===== src/rtl/mod_seq_monitor.sv =====
`default_nettype none
// ============================================================================
// Module   : mod_seq_monitor
// Purpose  : Receive-side checker for a mod-N counter bus. It gives a registered
//            one-hot decode, locks onto an up-count sequence, flags wrap-around,
//            and counts sequencing errors.
// Option   : MON_HOLD_TOLERATE_EN - a repeated value in ACQUIRE/LOCK is a legal hold
// Revision : 1.0 - initial release
// ============================================================================
module mod_seq_monitor #(
  parameter int MODULUS   = 5,
  parameter int WIDTH     = 3,
  parameter int LOCK_CNT  = 3,
  parameter int ERR_CNT_W = 8
) (
  input  logic                 CLK,
  input  logic                 RESET,
  input  logic                 EN,
  input  logic [WIDTH-1:0]     Q_IN,
  input  logic                 CLR_ERR,
  output logic [MODULUS-1:0]   ONEHOT,
  output logic                 WRAP,
  output logic                 LOCKED,
  output logic                 ERR,
  output logic [ERR_CNT_W-1:0] ERR_COUNT
);

  localparam int                 MATCH_W = $clog2(LOCK_CNT + 1);
  localparam logic [WIDTH:0]     MOD_EXT = (WIDTH+1)'(MODULUS);
  localparam logic [WIDTH-1:0]   MAX_VAL = WIDTH'(MODULUS - 1);
  localparam logic [MATCH_W-1:0] LOCK_M  = MATCH_W'(LOCK_CNT);

  typedef enum logic [1:0] {
    ST_SEARCH  = 2'd0,
    ST_ACQUIRE = 2'd1,
    ST_LOCK    = 2'd2
  } state_t;

  state_t               state_q, state_d;
  logic [WIDTH-1:0]     ref_q, ref_d;
  logic [MATCH_W-1:0]   match_q, match_d;
  logic [MODULUS-1:0]   onehot_q, onehot_d;
  logic                 wrap_q, wrap_d;
  logic                 locked_q, locked_d;
  logic                 err_q, err_d;
  logic [ERR_CNT_W-1:0] err_cnt_q, err_cnt_d;
  logic [ERR_CNT_W-1:0] w_cnt_base;

  logic                 w_legal;
  logic [WIDTH-1:0]     w_expected;
  logic                 w_hold;

  // Widened compare so that Q_IN never aliases past 2^WIDTH.
  assign w_legal    = ({1'b0, Q_IN} < MOD_EXT);
  assign w_expected = (ref_q == MAX_VAL) ? '0 : ref_q + WIDTH'(1);

`ifdef MON_HOLD_TOLERATE_EN
  assign w_hold = w_legal && (state_q != ST_SEARCH) && (Q_IN == ref_q);
`else
  assign w_hold = 1'b0;
`endif

  always_comb begin
    state_d  = state_q;
    ref_d    = ref_q;
    match_d  = match_q;
    onehot_d = onehot_q;
    wrap_d   = 1'b0;
    err_d    = 1'b0;
    if (EN) begin
      for (int i = 0; i < MODULUS; i++) begin
        onehot_d[i] = w_legal && (Q_IN == WIDTH'(i));
      end
      case (state_q)
        ST_SEARCH: begin
          if (w_legal) begin
            ref_d   = Q_IN;
            match_d = MATCH_W'(1);
            state_d = ST_ACQUIRE;
          end
        end
        ST_ACQUIRE: begin
          if (!w_legal) begin
            state_d = ST_SEARCH;
            match_d = '0;
          end else if (w_hold) begin
            state_d = state_q;
          end else if (Q_IN == w_expected) begin
            ref_d   = Q_IN;
            match_d = match_q + MATCH_W'(1);
            if (match_q + MATCH_W'(1) == LOCK_M) state_d = ST_LOCK;
          end else begin
            ref_d   = Q_IN;
            match_d = MATCH_W'(1);
          end
        end
        ST_LOCK: begin
          if (!w_legal) begin
            err_d   = 1'b1;
            state_d = ST_SEARCH;
            match_d = '0;
          end else if (w_hold) begin
            state_d = state_q;
          end else if (Q_IN == w_expected) begin
            ref_d  = Q_IN;
            wrap_d = (ref_q == MAX_VAL) && (Q_IN == '0);
          end else begin
            // Reseed from the offending value; LOCK_CNT >= 2 keeps us out of LOCK.
            err_d   = 1'b1;
            ref_d   = Q_IN;
            match_d = MATCH_W'(1);
            state_d = ST_ACQUIRE;
          end
        end
        default: begin
          state_d = ST_SEARCH;
          match_d = '0;
        end
      endcase
    end
    locked_d = (state_d == ST_LOCK);

    // Clear first, then count, so a coincident error leaves the counter at 1.
    w_cnt_base = CLR_ERR ? '0 : err_cnt_q;
    err_cnt_d  = (err_d && (w_cnt_base != '1)) ? w_cnt_base + ERR_CNT_W'(1) : w_cnt_base;
  end

  always_ff @(posedge CLK) begin
    if (RESET) begin
      state_q   <= ST_SEARCH;
      ref_q     <= '0;
      match_q   <= '0;
      onehot_q  <= '0;
      wrap_q    <= 1'b0;
      locked_q  <= 1'b0;
      err_q     <= 1'b0;
      err_cnt_q <= '0;
    end else begin
      state_q   <= state_d;
      ref_q     <= ref_d;
      match_q   <= match_d;
      onehot_q  <= onehot_d;
      wrap_q    <= wrap_d;
      locked_q  <= locked_d;
      err_q     <= err_d;
      err_cnt_q <= err_cnt_d;
    end
  end

  assign ONEHOT    = onehot_q;
  assign WRAP      = wrap_q;
  assign LOCKED    = locked_q;
  assign ERR       = err_q;
  assign ERR_COUNT = err_cnt_q;

endmodule
`default_nettype wire

===== config.mk =====
export PLATFORM = sky130hd
export DESIGN_NAME = mod_seq_monitor
export DESIGN_NICKNAME = d
export VERILOG_FILES = /design/src/rtl/mod_seq_monitor.sv
export SDC_FILE = /design/constraint.sdc
export NUM_CORES = 1
export LEC_CHECK = 0
export ABC_AREA = 1
export CAP_MARGIN = 10
export CORE_MARGIN = 2
export CORE_UTILIZATION = 30
export DETAILED_ROUTE_END_ITERATION = 8
export PLACE_DENSITY = 0.62
export SLEW_MARGIN = 0
export SYNTH_ARGS = -nofsm -noshare
export SYNTH_HDL_FRONTEND = slang
export SYNTH_SLANG_ARGS = --single-unit

===== constraint.sdc =====
create_clock -name CLK -period 1.8 [get_ports CLK]
set_input_delay 0.27 -clock CLK [delete_from_list [all_inputs] [get_ports CLK]]
set_output_delay 0.27 -clock CLK [all_outputs]
set_load 0.005 [all_outputs]

==> metrics.txt <==
H-Tree Depth 1; multi-input logic area 847 µm²; HP Class flop to flop; GPL Wtd Cong between 0.8 and 0.9; Cells after Synth 190; worst slack, placed -0.157 ns; ant diodes 0; CTS buffer count 3; DRC viols 0; antenna-violating nets left 0; worst skew pair latency between 0.2 and 0.3 ns; number of global-route vias before repair about 1100; CTS Buffer Depth 2; crit-path max FO 8; die outline height between 70 and 80 µm; final hold violation count 0; synth unique cells 26; layout cells sized above 1 about a quarter; syn nets around 200; Worst EP required 2.00 ns; Startpoint Class input port; Routed WL between 2000 and 3000 µm; area delta synth->final 36.9%; Slew @ Worst Pin approximately 0.34 ns; initial antenna violation count 0; Final Power between 1 and 1.5 mW; hold_buf cts 0; drt pass-1 iters 4; global-route wire length before repair 4950 µm; max-cap viol count 0; post-synthesis sequential area ratio between 30% and 40%; chip width approximately 72 µm; HPWL Detailed 2270 µm; Final Instance Count excl. Fillers 285; fin. max-slew vios 0; Mean Syn Cell Area approximately 7.2 µm²; vias between 1000 and 1500; Filler cells 451; largest net degree at the start of global routing 13; Via density about 4.5; root buffer cell clkbuf_8; Hold Slack approximately 0.47 ns; GRT Total Usage about 12%; Max VDD drop between 0.2 and 0.3 mV; Cell Area, Synth 1370 µm²; Max Freq between 500 and 600 MHz; detailed router's first-iteration violation count 51; Ys Warns 0; clk slew on worst S/H paths 0.08 ns; Seq cells post-synth 23; drt wl/cell ~10 µm; starting density of the core between 30% and 40%; core area 4380 µm²; Tcrit/Tclk final 92.7%; Placed Instances roughly 280; Min Clock Period, post-route ~1.7 ns; clk sinks 23; Core Rows 24; total negative slack 0 ns; I/O Buffers 22; crit end category flop; Setup Skew roughly 0.002 ns; total grt overflow 0; Top Ports 23; setup violators final 0; final net count roughly 250; PwrDens 550 nW/µm²; Slew headroom between 70 and 80%; Pleak approximately 0.75 nW; r2r setup slk roughly 0.13 ns; CTS tree done; final setup margin 0.131 ns; worst setup path class input port to flop; full die area slightly above 5000 µm²; status complete, no violations; Sequential Area 460 µm²; critical path data arrival time around 1.9 ns
## Yosys cell counts, drive strengths merged
master,n,area share (%)
nand2,50,15
nand3,17,11
ha,4,3.6
a21oi,19,7.7
xnor2,1,0.64
nand4,8,3.6
or2,1,0.46
inv,27,7.4
nor2,23,8.7
xor2,5,3.2
dfxtp,23,34
o21ai,6,2.5
clkinv,1,0.36
nor4,2,0.91
clkbuf,2,0.55
nor3,1,0.36
## kinds of logic after synthesis
family	share of synthesized area, %
xor+xnor	3.83
fa+ha+maj	3.64
flops	33.5
buf+inv	8.29
simple gates	40.5
compound gates	10.2
## cell usage in the layout (no fill, tap or decap), types with 2 or more instances in the layout
master / n
nand3_2: 4
ha_2: 3
nand3_4: 5
xor2_1: 5
clkbuf_8: 3
nand2_1: 41
nor2_2: 3
o21ai_2: 2
inv_1: 22
nor2_1: 17
dfxtp_1: 23
nand2_2: 8
o21ai_0: 3
inv_2: 5
nand4_1: 8
a21oi_1: 16
clkdlybuf4s50_1: 22
a21oi_2: 3
nor2_4: 2
nand3_1: 9
buf_4: 18
## report_power, final
| part | internal, mW | switching, mW | total [mW] | leakage, nW |
|---|---|---|---|---|
| Clock | 0.158 | 0.165 | 0.323 | 0.0228 |
| Combinational | 0.0758 | 0.106 | 0.182 | 0.539 |
| Sequential | 0.520 | 0.00934 | 0.530 | 0.187 |
| Total | 0.754 | 0.280 | 1.03 | 0.748 |
## metrics by stage
stage / utilization [%] / area (µm²)
floorplan: - / 1370
global placement: 40.6 / 1780
detailed placement: 40.6 / 1780
CTS: 41.6 / 1820
global route: 42.9 / 1880
finish: 42.9 / 1880
## worst paths after layout
check	cells past startpoint	to	start
worst min register to register	2	ONEHOT[2]	ONEHOT[2]
worst max-delay path	9	ERR_COUNT[3]	CLR_ERR
worst min-delay path	2	ONEHOT[2]	ONEHOT[2]
worst max register to register	10	ERR_COUNT[6]	ref_q[1]
## routing by layer
metal,GRT usage [%],wire [µm],up-vias
met5,0,0,-
met4,4.40,34,0
met3,3.52,109,2
met2,18.5,1390,17
met1,16.4,1390,573
li1,-,-,699
## flip-flops by register name, indices dropped and copies added (netlist names)
register,flops
ONEHOT,5
LOCKED,1
ref_q,3
match_q,2
state_q,2
ERR_COUNT,8
WRAP,1
ERR,1
## critical path, stage by stage
cell	delay [ns]
clkdlybuf4s50_1	0.50
nor2_2	0.18
ha_2	0.22
nand3_4	0.09
nor2_4	0.13
nand3_4	0.14
nand3_2	0.16
nand2_1	0.06
a21oi_1	0.12
## repair_timing
item,in CTS,in global routing
gates resized for setup,0,12
setup buffers,0,1
endpoints found under the setup margin,0,10
endpoints found under the hold margin,0,0
## layout make-up
class	instances	share of cell area [%]
Clock buffer	4	2.40
Tap cell	52	3.46
Sequential cell	23	24.5
Multi-Input combinational cell	138	45.0
Inverter	28	5.72
Timing Repair Buffer	40	18.9
No activity file was read; power rests on OpenSTA's default activity.
